**config.mk**
```make
export PLATFORM = sky130hd
export DESIGN_NAME = uart_link_tester
export DESIGN_NICKNAME = d
export VERILOG_FILES = /design/src/rtl/uart_link_tester.sv
export SDC_FILE = /design/constraint.sdc
export NUM_CORES = 1
export LEC_CHECK = 0
export CAP_MARGIN = 10
export CORE_MARGIN = 1.5
export CORE_UTILIZATION = 40
export DETAILED_ROUTE_END_ITERATION = 16
export GPL_TIMING_DRIVEN = 0
export PLACE_DENSITY = 0.65
export SETUP_SLACK_MARGIN = 0.15
export SLEW_MARGIN = 15
export SYNTH_ARGS = -nofsm -noshare
export SYNTH_HDL_FRONTEND = slang
export SYNTH_SLANG_ARGS = --single-unit
```
**constraint.sdc**
```tcl
create_clock -name clk_i -period 3.3 [get_ports clk_i]
set_input_delay 0.66 -clock clk_i [delete_from_list [all_inputs] [get_ports clk_i]]
set_output_delay 0.66 -clock clk_i [all_outputs]
set_load 0.03 [all_outputs]
```
**src/rtl/uart_link_tester.sv**
```systemverilog
// Pattern-driven UART loopback exerciser: sends one word per frame through uart_tx, checks the
// word returned by uart_rx, and keeps saturating error/frame statistics.
module uart_link_tester #(
  parameter int unsigned           DATA_WIDTH  = 8,
  parameter int unsigned           COUNT_WIDTH = 16,
  parameter int unsigned           NUM_FRAMES  = 0,
  parameter int unsigned           RX_TIMEOUT  = 364,
  parameter int unsigned           GAP_CYCLES  = 16,
  parameter logic [DATA_WIDTH-1:0] LFSR_TAPS   = DATA_WIDTH'(8'hB8)
) (
  input  logic                   clk_i,
  input  logic                   reset_i,
  input  logic                   start_i,
  input  logic [1:0]             mode_i,
  input  logic [DATA_WIDTH-1:0]  seed_i,
  output logic [DATA_WIDTH-1:0]  data_to_tx_o,
  output logic                   start_tx_o,
  input  logic                   tx_busy_i,
  input  logic [DATA_WIDTH-1:0]  data_received_i,
  input  logic                   rx_done_i,
  input  logic                   parity_error_i,
  output logic                   running_o,
  output logic                   done_o,
  output logic                   error_pulse_o,
  output logic [COUNT_WIDTH-1:0] frame_count_o,
  output logic [COUNT_WIDTH-1:0] error_count_o,
  output logic [COUNT_WIDTH-1:0] parity_count_o,
  output logic [COUNT_WIDTH-1:0] timeout_count_o
);

  localparam int unsigned TMO_W = $clog2(RX_TIMEOUT + 2);
  localparam int unsigned GAP_W = $clog2(GAP_CYCLES + 2);
  localparam logic [TMO_W-1:0] TMO_LIMIT = TMO_W'(RX_TIMEOUT);
  localparam logic [GAP_W-1:0] GAP_LAST  = GAP_W'((GAP_CYCLES == 0) ? 0 : GAP_CYCLES - 1);
  localparam logic [COUNT_WIDTH-1:0] FRAME_LIMIT = COUNT_WIDTH'(NUM_FRAMES);
  localparam bit FRAMES_BOUNDED = (NUM_FRAMES != 0);

  localparam logic [1:0] MODE_INC  = 2'd0;
  localparam logic [1:0] MODE_PRBS = 2'd1;
  localparam logic [1:0] MODE_WALK = 2'd2;

  typedef enum logic [2:0] {
    S_IDLE     = 3'd0,
    S_TX_START = 3'd1,
    S_TX_WAIT  = 3'd2,
    S_RX_WAIT  = 3'd3,
    S_CHECK    = 3'd4,
    S_UPDATE   = 3'd5,
    S_GAP      = 3'd6,
    S_DONE     = 3'd7
  } state_t;

  function automatic logic [DATA_WIDTH-1:0] next_pattern(input logic [1:0] m,
                                                        input logic [DATA_WIDTH-1:0] p);
    logic [DATA_WIDTH-1:0] r;
    case (m)
      MODE_INC:  r = p + DATA_WIDTH'(1);
      MODE_PRBS: r = (p >> 1) ^ (p[0] ? LFSR_TAPS : {DATA_WIDTH{1'b0}});
      MODE_WALK: r = {p[DATA_WIDTH-2:0], p[DATA_WIDTH-1]};
      default:   r = p;
    endcase
    return r;
  endfunction

  function automatic logic [COUNT_WIDTH-1:0] sat_inc(input logic [COUNT_WIDTH-1:0] c);
    return (c == {COUNT_WIDTH{1'b1}}) ? c : c + COUNT_WIDTH'(1);
  endfunction

  state_t                 state_q;
  logic [1:0]             mode_q;
  logic [DATA_WIDTH-1:0]  data_to_tx_q;
  logic                   start_tx_q;
  logic                   running_q;
  logic                   done_q;
  logic                   error_pulse_q;
  logic [COUNT_WIDTH-1:0] frame_count_q;
  logic [COUNT_WIDTH-1:0] error_count_q;
  logic [COUNT_WIDTH-1:0] parity_count_q;
  logic [COUNT_WIDTH-1:0] timeout_count_q;
  logic                   rx_seen_q;
  logic [DATA_WIDTH-1:0]  rx_data_q;
  logic                   rx_parity_q;
  logic [TMO_W-1:0]       tmo_q;
  logic [GAP_W-1:0]       gap_q;

  logic [DATA_WIDTH-1:0]  seed_d;
  logic [DATA_WIDTH-1:0]  pattern_d;
  logic [COUNT_WIDTH-1:0] frame_inc_d;
  logic [TMO_W-1:0]       tmo_inc_d;
  logic                   in_window_d;
  logic                   mismatch_d;

  // Derived next values shared by several FSM branches.
  always_comb begin
    seed_d      = seed_i;
    pattern_d   = next_pattern(mode_q, data_to_tx_q);
    frame_inc_d = sat_inc(frame_count_q);
    tmo_inc_d   = tmo_q + TMO_W'(1);
    in_window_d = (state_q == S_TX_START) || (state_q == S_TX_WAIT) || (state_q == S_RX_WAIT);
    mismatch_d  = (rx_data_q != data_to_tx_q);
    if ((mode_i == MODE_PRBS) && (seed_i == {DATA_WIDTH{1'b0}})) begin
      seed_d = DATA_WIDTH'(1);
    end else begin
      seed_d = seed_i;
    end
  end

  // Frame sequencer, rx capture and statistics.
  always_ff @(posedge clk_i) begin
    if (reset_i) begin
      state_q         <= S_IDLE;
      mode_q          <= 2'd0;
      data_to_tx_q    <= {DATA_WIDTH{1'b0}};
      start_tx_q      <= 1'b0;
      running_q       <= 1'b0;
      done_q          <= 1'b0;
      error_pulse_q   <= 1'b0;
      frame_count_q   <= {COUNT_WIDTH{1'b0}};
      error_count_q   <= {COUNT_WIDTH{1'b0}};
      parity_count_q  <= {COUNT_WIDTH{1'b0}};
      timeout_count_q <= {COUNT_WIDTH{1'b0}};
      rx_seen_q       <= 1'b0;
      rx_data_q       <= {DATA_WIDTH{1'b0}};
      rx_parity_q     <= 1'b0;
      tmo_q           <= {TMO_W{1'b0}};
      gap_q           <= {GAP_W{1'b0}};
    end else begin
      error_pulse_q <= 1'b0;
      // rx_done may legitimately land while tx_busy is still high, so capture spans the whole frame.
      if (in_window_d && rx_done_i) begin
        rx_seen_q   <= 1'b1;
        rx_data_q   <= data_received_i;
        rx_parity_q <= parity_error_i;
      end
      case (state_q)
        S_IDLE, S_DONE: begin
          if (start_i) begin
            mode_q          <= mode_i;
            data_to_tx_q    <= seed_d;
            frame_count_q   <= {COUNT_WIDTH{1'b0}};
            error_count_q   <= {COUNT_WIDTH{1'b0}};
            parity_count_q  <= {COUNT_WIDTH{1'b0}};
            timeout_count_q <= {COUNT_WIDTH{1'b0}};
            done_q          <= 1'b0;
            running_q       <= 1'b1;
            start_tx_q      <= 1'b1;
            rx_seen_q       <= 1'b0;
            state_q         <= S_TX_START;
          end
        end
        S_TX_START: begin
          if (tx_busy_i) begin
            start_tx_q <= 1'b0;
            state_q    <= S_TX_WAIT;
          end
        end
        S_TX_WAIT: begin
          if (!tx_busy_i) begin
            tmo_q   <= {TMO_W{1'b0}};
            state_q <= S_RX_WAIT;
          end
        end
        S_RX_WAIT: begin
          if (rx_seen_q) begin
            state_q <= S_CHECK;
          end else begin
            tmo_q <= tmo_inc_d;
            if (tmo_inc_d >= TMO_LIMIT) begin
              timeout_count_q <= sat_inc(timeout_count_q);
              error_pulse_q   <= 1'b1;
              state_q         <= S_UPDATE;
            end
          end
        end
        S_CHECK: begin
          if (mismatch_d) begin
            error_count_q <= sat_inc(error_count_q);
          end
          if (rx_parity_q) begin
            parity_count_q <= sat_inc(parity_count_q);
          end
          error_pulse_q <= mismatch_d | rx_parity_q;
          state_q       <= S_UPDATE;
        end
        S_UPDATE: begin
          frame_count_q <= frame_inc_d;
          data_to_tx_q  <= pattern_d;
          if (FRAMES_BOUNDED && (frame_inc_d == FRAME_LIMIT)) begin
            running_q <= 1'b0;
            done_q    <= 1'b1;
            state_q   <= S_DONE;
          end else if (GAP_CYCLES == 0) begin
            start_tx_q <= 1'b1;
            rx_seen_q  <= 1'b0;
            state_q    <= S_TX_START;
          end else begin
            gap_q   <= {GAP_W{1'b0}};
            state_q <= S_GAP;
          end
        end
        S_GAP: begin
          if (gap_q == GAP_LAST) begin
            start_tx_q <= 1'b1;
            rx_seen_q  <= 1'b0;
            state_q    <= S_TX_START;
          end else begin
            gap_q <= gap_q + GAP_W'(1);
          end
        end
        default: begin
          state_q <= S_IDLE;
        end
      endcase
    end
  end

  assign data_to_tx_o    = data_to_tx_q;
  assign start_tx_o      = start_tx_q;
  assign running_o       = running_q;
  assign done_o          = done_q;
  assign error_pulse_o   = error_pulse_q;
  assign frame_count_o   = frame_count_q;
  assign error_count_o   = error_count_q;
  assign parity_count_o  = parity_count_q;
  assign timeout_count_o = timeout_count_q;

endmodule

```
==> results.cfg, run 1 <==
[run_status]
status = finished, final reports clean

[logic_synthesis]
yosysMostFrequentCell = dfxtp_1
synth_top_family_by_area = simple AND/OR/NAND/NOR gates
synthMuxAreaShare_pct = 3.215
syn-cell-area_um2 = 5643
synth_edf_count = 0
ys_async_sr_fraction_pct = 0
synth-seq-area-share_pct = 36.90
syn_nets = 739
synth_compound_area_share_pct = 18.85
yosys_warnings = 0
synth.largest_area_cell = dfxtp_1
synth_common_cells = dfxtp_1, nor2_1, nand2_1
synth_ff_type = dfxtp_1
yosys_register_bits = 104
synth.area.top_cells = dfxtp_1, nor2_1, xnor2_1
synth_xor_area_share_pct = 6.519
syn_inst = 703
synth_top_area_share_pct = 36.90
postSynthAreaPerCell_um2 = 8.027
synth_fa_ha_area_share_pct = 2.661
synth-simple-area-share_pct = 27.36
synth.distinct_cells = 66

[global_routing]
grt_pass1_wl_mm = 24.83
antenna_found_initial = 0
gr-total-overflow = 0
grt_pass1_vias = 5040
grt_max_degree = 16
track_usage_pct = 20.78

[timing]
slew_headroom_pct = 46.36
worst_pin_slew_ns = 0.7972
fin_crit_sh_pct = 83.32
fin_ws_ns = 0.5505
finalCriticalPeriod_ns = 2.749
setup_tns_ns = 0
fin_skew_ns = 0.006760
rsz0062_at_grt = no
slew_viol_final = 0
fmax_mhz = 363.7
setup_viol = 0
hold_violations = 0

[floorplanning]
fp.dieW_um = 121.8
initial_core_util_pct = 40.81
fp.dieArea_um2 = 14830
die_h_um = 121.8
placementRows = 43
coreArea_um2 = 13830
io_pins = 100

[setup_path]
rrSetupSlack_ns = 0.83
critPathSlowestCell = clkdlybuf4s50_1
cpPeakStageDelay_ns = 0.63
required_ns = 3.55
path_cells = clkdlybuf4s50_1 > or3b_1 > a21oi_1 > nor2_1 > a21oi_2 > buf_2 > nor2_1 > a211oi_1
arrival_ns = 3.00
crit-reg2reg-launch = tmo_q[0]
critPathMaxFanout = 10
timing.rr.end = timeout_count_o[5]
r2r.worst_path.cells = 8
endpoint_kind = register
crit_path_start_kind = input port
critPathLaunch = start_i
crit_type = in -> reg
cp_common_cell = nor2_1

[hold_path]
min_to = tmo_q[8]
min_path_cells = 2
min-delay-start = tmo_q[8]
hp-class = reg -> reg

[clock_tree]
clk_latency_ns = 0.34
cts_sinks = 104
path_clk_slew_ns = 0.07
cts_made_buffers = 9
cts_buffer_depth = 2
tritoncts = yes
cts_hold_buf = 0
cts_setup_buffers = 0
ctsResizeCount = 0
cts_root_buf = clkbuf_16
htreeDepth = 3

[placed_design]
gp_congestion = 0.8776
dp_slack_ns = 0.2174
port-buffer-count = 98
placed_cell_area_um2 = 6849
dp_hpwl_mm = 11.31

[finish]
layout-drive-gt1-share_pct = 5.515
n_fill_cell = 1308
design_area_um2 = 7157
final_util_pct = 51.76
layout.nets = 848
multi_input_area_um2 = 3311
diodes = 0
area_growth_pct = 26.83
regArea_um2 = 2082

[route]
post_drt_wl_per_cell_um = 15.44
drc = 0
via_per_inst = 5.616
route.final.wire_length_mm = 15.38
firstDrtPassIters = 5
first_iter_violations = 471
vias = 5594
route.antenna.remaining_nets = 0

[job]
drv_cap = 0

[power_and_ir_drop]
p_per_area_nw_per_um2 = 417.2
ir_drop_uv = 253.7
p_leak_nw = 2.371
[layout by cell type (no fill, tap or decap), types with 9 or more instances in the layout]
cell type	synthesis	layout
ha_1	12	12
a211oi_1	11	11
xnor2_1	34	34
o21ai_0	27	27
clkbuf_16	0	9
a31oi_1	10	10
inv_1	18	18
mux2i_1	17	17
nand4_1	16	16
dfxtp_1	104	104
nor3_1	26	26
nand2_1	54	54
a22oi_1	12	12
clkbuf_1	18	19
a21oi_1	53	53
nand3_1	34	34
and3_1	14	14
or3_1	16	16
clkdlybuf4s50_1	0	98
nor2_1	90	90
[area by class of cell]
type,instances,share of cell area [%]
buffer,39,2.552
clock buffer,13,3.776
clock inverter,2,0.5245
inverter,18,0.9441
multi-input combinational,542,46.26
sequential,104,29.09
tap,180,3.147
timing repair buffer,98,13.71
[per-stage QoR]
stage	cells	power [W]	hold slack, ns
floorplan	703	0.001721	0.4505
global placement	981	0.001889	0.4608
detailed placement	981	0.001899	0.4732
CTS	996	0.003009	0.4865
global route	996	0.003118	0.5224
finish	996	0.002986	0.4874
[report_power, final]
group / switching [W] / internal, W / total [W]
clock network: 0.000463 / 0.000647 / 0.00111
logic: 0.000342 / 0.000204 / 0.000545
registers: 0.0000350 / 0.00130 / 0.00133
total: 0.000839 / 0.00215 / 0.00299
[registers in the layout, indices dropped and copies added (netlist names), 3 cells and up]
| signal | count |
|---|---|
| data_to_tx_o | 8 |
| error_count_o | 16 |
| frame_count_o | 16 |
| gap_q | 5 |
| parity_count_o | 16 |
| rx_data_q | 8 |
| state_q | 3 |
| timeout_count_o | 16 |
| tmo_q | 9 |
[routing by layer]
layer,wire length (um),track usage (%)
met5,0,0
met4,210,6.838
met3,604,2.856
met2,7093,33.64
met1,7469,28.47
[worst max-delay path by stage]
| stage | endpoint | slack, ns | depth (start not counted) |
|---|---|---|---|
| after global routing | data_to_tx_o[3] | 0.42 | 8 |
| after floorplan | timeout_count_o[13] | 0.99 | 7 |
| after detailed placement | data_to_tx_o[0] | 0.22 | 5 |
| final | data_to_tx_o[3] | 0.55 | 8 |
| after global placement | data_to_tx_o[3] | 0.24 | 8 |
| after CTS | data_to_tx_o[0] | 0.57 | 5 |
[critical path, delay by kind of cell]
family	cells	cell delay [ns]
buffers and inverters	2	0.91
AND/OR/NAND/NOR	3	0.59
AO/OA/AOI/OAI	3	0.83
[cells by family (layout without fill, tap and decap cells)]
| kind of cell | Yosys count | count (layout) |
|---|---|---|
| fa+ha+maj | 12 | 12 |
| simple gates | 306 | 306 |
| mux | 18 | 18 |
| buf+inv | 57 | 170 |
| xor+xnor | 42 | 42 |
| flops | 104 | 104 |
| compound gates | 163 | 163 |
| other cells | 1 | 1 |
Note: power is estimated with default switching activity, not from simulation.
==> inputs of run 2 (changes only) <==
Settings changed: PLACE_DENSITY 0.65 to 0.68.
Clock period 3.3 ns to 2.25 ns, I/O delays scaled along.
==> results.cfg, run 2 (synthesized netlist as in run 1, its figures left out) <==
[clock_tree]
cts_root_buf = clkbuf_16
cts_sinks = 104
cts_made_buffers = 9
cts_buffer_depth = 2
clk_latency_ns = 0.36
htreeDepth = 3
path_clk_slew_ns = 0.07
tritoncts = yes

[route]
route.final.wire_length_mm = 16.46
route.antenna.remaining_nets = 0
drc = 0
first_iter_violations = 524
vias = 5852
via_per_inst = 5.671
post_drt_wl_per_cell_um = 15.95
firstDrtPassIters = 5

[timing]
slew_headroom_pct = 52.42
fin_crit_sh_pct = 94.74
rsz0062_at_grt = yes
finalCriticalPeriod_ns = 2.132
setup_viol = 0
fin_skew_ns = 0.01098
setup_tns_ns = 0
hold_violations = 0
fmax_mhz = 469.1
slew_viol_final = 0
worst_pin_slew_ns = 0.7137

[global_routing]
met1_usage_pct = 28.68
grt_pass1_vias = 5331
grt_pass1_wl_mm = 26.05
track_usage_pct = 21.87
antenna_found_initial = 0
grt.busiest_layer = met2
gr-total-overflow = 0
use_met3_pct = 4.354
use_met2_pct = 36.20
grt_max_degree = 17

[setup_path]
arrival_ns = 2.43
crit-reg2reg-launch = tmo_q[3]
required_ns = 2.55
r2r.worst_path.cells = 9
critPathMaxFanout = 5
endpoint_kind = register
timing.rr.end = timeout_count_o[11]
crit_path_start_kind = register
rrSetupSlack_ns = 0.12
crit_type = reg -> reg

[power_and_ir_drop]
p_leak_nw = 2.676
clockPowerShare_pct = 37.8
p_sw_w = 0.001330
p_total_w = 0.004655
pwr-share-seq_pct = 41.9
p_per_area_nw_per_um2 = 590.2
ir_drop_uv = 457.0
combPwrFrac_pct = 20.2
power.internal_w = 0.003325
sw_frac_of_total_pct = 28.57

[hold_path]
min_to = mode_q[1]
min-delay-start = mode_q[1]
hp-class = reg -> reg
min_path_cells = 2

[finish]
multi_input_area_um2 = 3667
layout-drive-gt1-share_pct = 18.19
regArea_um2 = 2107
layout.nets = 883
area_growth_pct = 39.76
n_fill_cell = 1231
diodes = 0
final_cell_mix = clkdlybuf4s50_1, dfxtp_1, nor2_1, nand2_1, a21oi_1
final_common_cell = clkdlybuf4s50_1
design_area_um2 = 7886

[floorplanning]
fp.dieW_um = 121.8
io_pins = 100
placementRows = 43
die_h_um = 121.8
coreArea_um2 = 13830
fp.dieArea_um2 = 14830
initial_core_util_pct = 40.81

[run_status]
status = finished, final reports clean

[job]
drv_cap = 0

[placed_design]
dp_hpwl_mm = 11.24
gp_congestion = 0.8947
placed_cell_area_um2 = 6874
port-buffer-count = 98
run 2: changes by cell type in the layout (fill, tap and decap cells not counted), moves of 8 or more:
cell / change
clkbuf_1: -11
a21oi_1: -8
clkbuf_2: +11
dfxtp_2: +14
buf_4: +28
dfxtp_1: -16
run 2: cell type report:
cell class	instances	share of cell area (%)
Inverter	18	0.8567
Sequential cell	104	26.72
Clock inverter	4	0.9361
Buffer	39	2.856
Timing Repair Buffer	132	16.02
Multi-Input combinational cell	543	46.50
Tap cell	180	2.856
Clock buffer	12	3.252
run 2: critical path, cell delays in order (launching register included):
cell and delay [ns]:
dfxtp_2 0.32, buf_6 0.12, xnor2_2 0.13, a311o_1 0.38, a211o_4 0.30, a211oi_4 0.29, buf_4 0.17, buf_6 0.08
and4b_1 0.18, o21a_1 0.10
run 2: power groups by stage:
| stage | clock [W] | sequential, W | combinational (W) |
|---|---|---|---|
| 4_1_cts | 0.00178 | 0.00195 | 0.000857 |
| 3_5_place_dp | 0 | 0.00199 | 0.000795 |
| 2_1_floorplan | 0 | 0.00204 | 0.000485 |
| 5_1_grt | 0.00185 | 0.00196 | 0.00102 |
| 6_report | 0.00176 | 0.00195 | 0.000942 |
| 3_3_place_gp | 0 | 0.00199 | 0.000779 |
run 2: timing repair:
action,in CTS,in global routing
setup endpoints to repair,96,78
hold buffers,0,0
setup buffers,13,18
resized for setup,49,64
pin swaps,12,21
gates cloned,3,1
run 2: how the worst max path moves through the flow:
stage | from | end | depth (start not counted) | slack (ns)
after floorplan | parity_count_o[12] | parity_count_o[8] | 7 | 0.15
after CTS | tmo_q[1] | timeout_count_o[11] | 8 | 0.13
after detailed placement | start_i | data_to_tx_o[3] | 8 | -0.59
final | tmo_q[3] | timeout_count_o[11] | 9 | 0.12
after global placement | start_i | data_to_tx_o[2] | 8 | -0.58
after global routing | tmo_q[3] | timeout_count_o[11] | 9 | 0.03
run 2: layer usage:
layer	up-vias	wire length, um
li1	2823	-
met3	33	919
met5	-	0
met4	0	280
met2	209	7875
met1	2787	7383
run 2: per-stage QoR:
| stage | instances | util, % | setup slack (ns) | hold slack, ns |
|---|---|---|---|---|
| floorplan | 703 | - | 0.1506 | 0.4505 |
| global placement | 981 | 49.71 | -0.5788 | 0.4588 |
| detailed placement | 981 | 49.71 | -0.5884 | 0.4672 |
| CTS | 1013 | 54.35 | 0.1298 | 0.4820 |
| global route | 1032 | 57.04 | 0.02894 | 0.5085 |
| finish | 1032 | 57.04 | 0.1184 | 0.4799 |
==> inputs of run 3 (changes only) <==
Settings changed: CORE_UTILIZATION 40 to 24, PLACE_DENSITY 0.68 to 0.46.
==> results.cfg, run 3 (synthesized netlist as in run 1, its figures left out) <==
[setup_path]
cp_common_cell = buf_6
critPathSlowestCell = a211o_1
crit_type = reg -> reg
crit_path_start_kind = register
cpPeakStageDelay_ns = 0.34
critPathLaunch = tmo_q[3]
crit-reg2reg-launch = tmo_q[3]
critPathMaxFanout = 6
endpoint_kind = register
required_ns = 2.48
path_cells = buf_6 > xnor2_2 > a311o_1 > a211o_1 > a211oi_4 > or2b_1 > buf_6 > a31oi_2
arrival_ns = 2.36

[job]
drv_cap = 0

[floorplanning]
fp.dieArea_um2 = 24440
die_h_um = 156.3
fp.dieW_um = 156.3
coreArea_um2 = 22850
placementRows = 55
initial_core_util_pct = 24.70
io_pins = 100

[timing]
setup_tns_ns = 0
fin_crit_sh_pct = 94.50
worst_pin_slew_ns = 0.6483
fmax_mhz = 470.3
hold_violations = 0
slew_viol_final = 0
finalCriticalPeriod_ns = 2.126
slew_headroom_pct = 56.78
rsz0062_at_grt = yes
fin_skew_ns = 0.01177
setup_viol = 0

[hold_path]
hp-class = reg -> reg
min-delay-start = mode_q[0]

[clock_tree]
cts_hold_buf = 0
path_clk_slew_ns = 0.08
cts_root_buf = clkbuf_16
cts_sinks = 104
cts_buffer_depth = 2
htreeDepth = 3
cts_made_buffers = 9
tritoncts = yes
clk_latency_ns = 0.36

[global_routing]
gr-total-overflow = 0
grt_max_degree = 17
grt_pass1_wl_mm = 28.10
grt_pass1_vias = 5131
track_usage_pct = 14.61
antenna_found_initial = 0

[run_status]
status = finished, final reports clean

[finish]
diodes = 0
final_cells = 1158
final_cell_mix = clkdlybuf4s50_1, dfxtp_1, nor2_1, nand2_1, a21oi_1
area_growth_pct = 42.35
n_fill_cell = 2445
final_common_cell = clkdlybuf4s50_1
design_area_um2 = 8033
layout.nets = 876
layout-drive-gt1-share_pct = 17.87

[route]
post_drt_wl_per_cell_um = 15.15
first_iter_violations = 372
via_per_inst = 4.801
route.final.wire_length_mm = 17.54
vias = 5559
route.antenna.remaining_nets = 0
firstDrtPassIters = 5
drc = 0

[power_and_ir_drop]
ir_drop_uv = 383.2
p_per_area_nw_per_um2 = 587.6
p_leak_nw = 2.684

[placed_design]
dp_hpwl_mm = 12.49
placed_cell_area_um2 = 7041
gp_congestion = 0.7683
dp.cells = 1114
port-buffer-count = 98
==> run 3: final timing paths <==
| path | end | slack (ns) | cells after the start |
|---|---|---|---|
| max | timeout_count_o[5] | 0.12 | 8 |
| min | mode_q[0] | 0.48 | 2 |
| max reg2reg | timeout_count_o[5] | 0.12 | 8 |
| min reg2reg | mode_q[0] | 0.48 | 2 |
==> run 3: layout make-up <==
type / instances / area, um^2 / share of cell area [%]
repair buffers: 126 / 1230 / 15.31
clock buffers: 13 / 280.3 / 3.489
plain buffers: 39 / 239.0 / 2.975
clock inverters: 3 / 68.82 / 0.8567
flip-flops and latches: 104 / 2107 / 26.23
well taps: 313 / 391.6 / 4.875
multi-input cells: 542 / 3649 / 45.42
inverters: 18 / 67.56 / 0.8411
==> run 3: critical path: cells and delay by family (launching register included) <==
kind	cells	cell delay, ns
AOI/OAI and AO/OA	4	1.07
DFF	1	0.32
buffers and inverters	2	0.27
and+or+nand+nor	1	0.22
xor gates and xnor gates	1	0.13
==> run 3: timing repair <==
item	4_1_cts	5_1_grt
pin swaps	9	16
setup endpoints to repair	97	76
cloned	2	0
buffers inserted	16	10
gates resized for setup	59	60
==> run 3: stage by stage <==
stage	worst slack (ns)	util [%]	total power (W)	hold slack, ns
CTS	0.1104	33.95	0.004755	0.4915
global route	0.06811	35.16	0.004969	0.5166
detailed placement	-0.6722	30.82	0.002815	0.4618
floorplan	0.1506	-	0.002524	0.4505
global placement	-0.6729	30.82	0.002817	0.4649
finish	0.1236	35.16	0.004720	0.4841
==> run 3: routing by layer <==
layer / up-vias / track usage, % / wire [um]
li1: 2817 / - / -
met1: 2615 / 20.42 / 8793
met2: 112 / 22.92 / 7855
met3: 15 / 2.548 / 657
met4: 0 / 4.218 / 234
met5: - / 0 / 0
==> run 3: report_power, final <==
part | internal (W) | switching [W]
sequential | 0.00190 | 0.0000577
clock | 0.00110 | 0.000739
combinational | 0.000370 | 0.000552
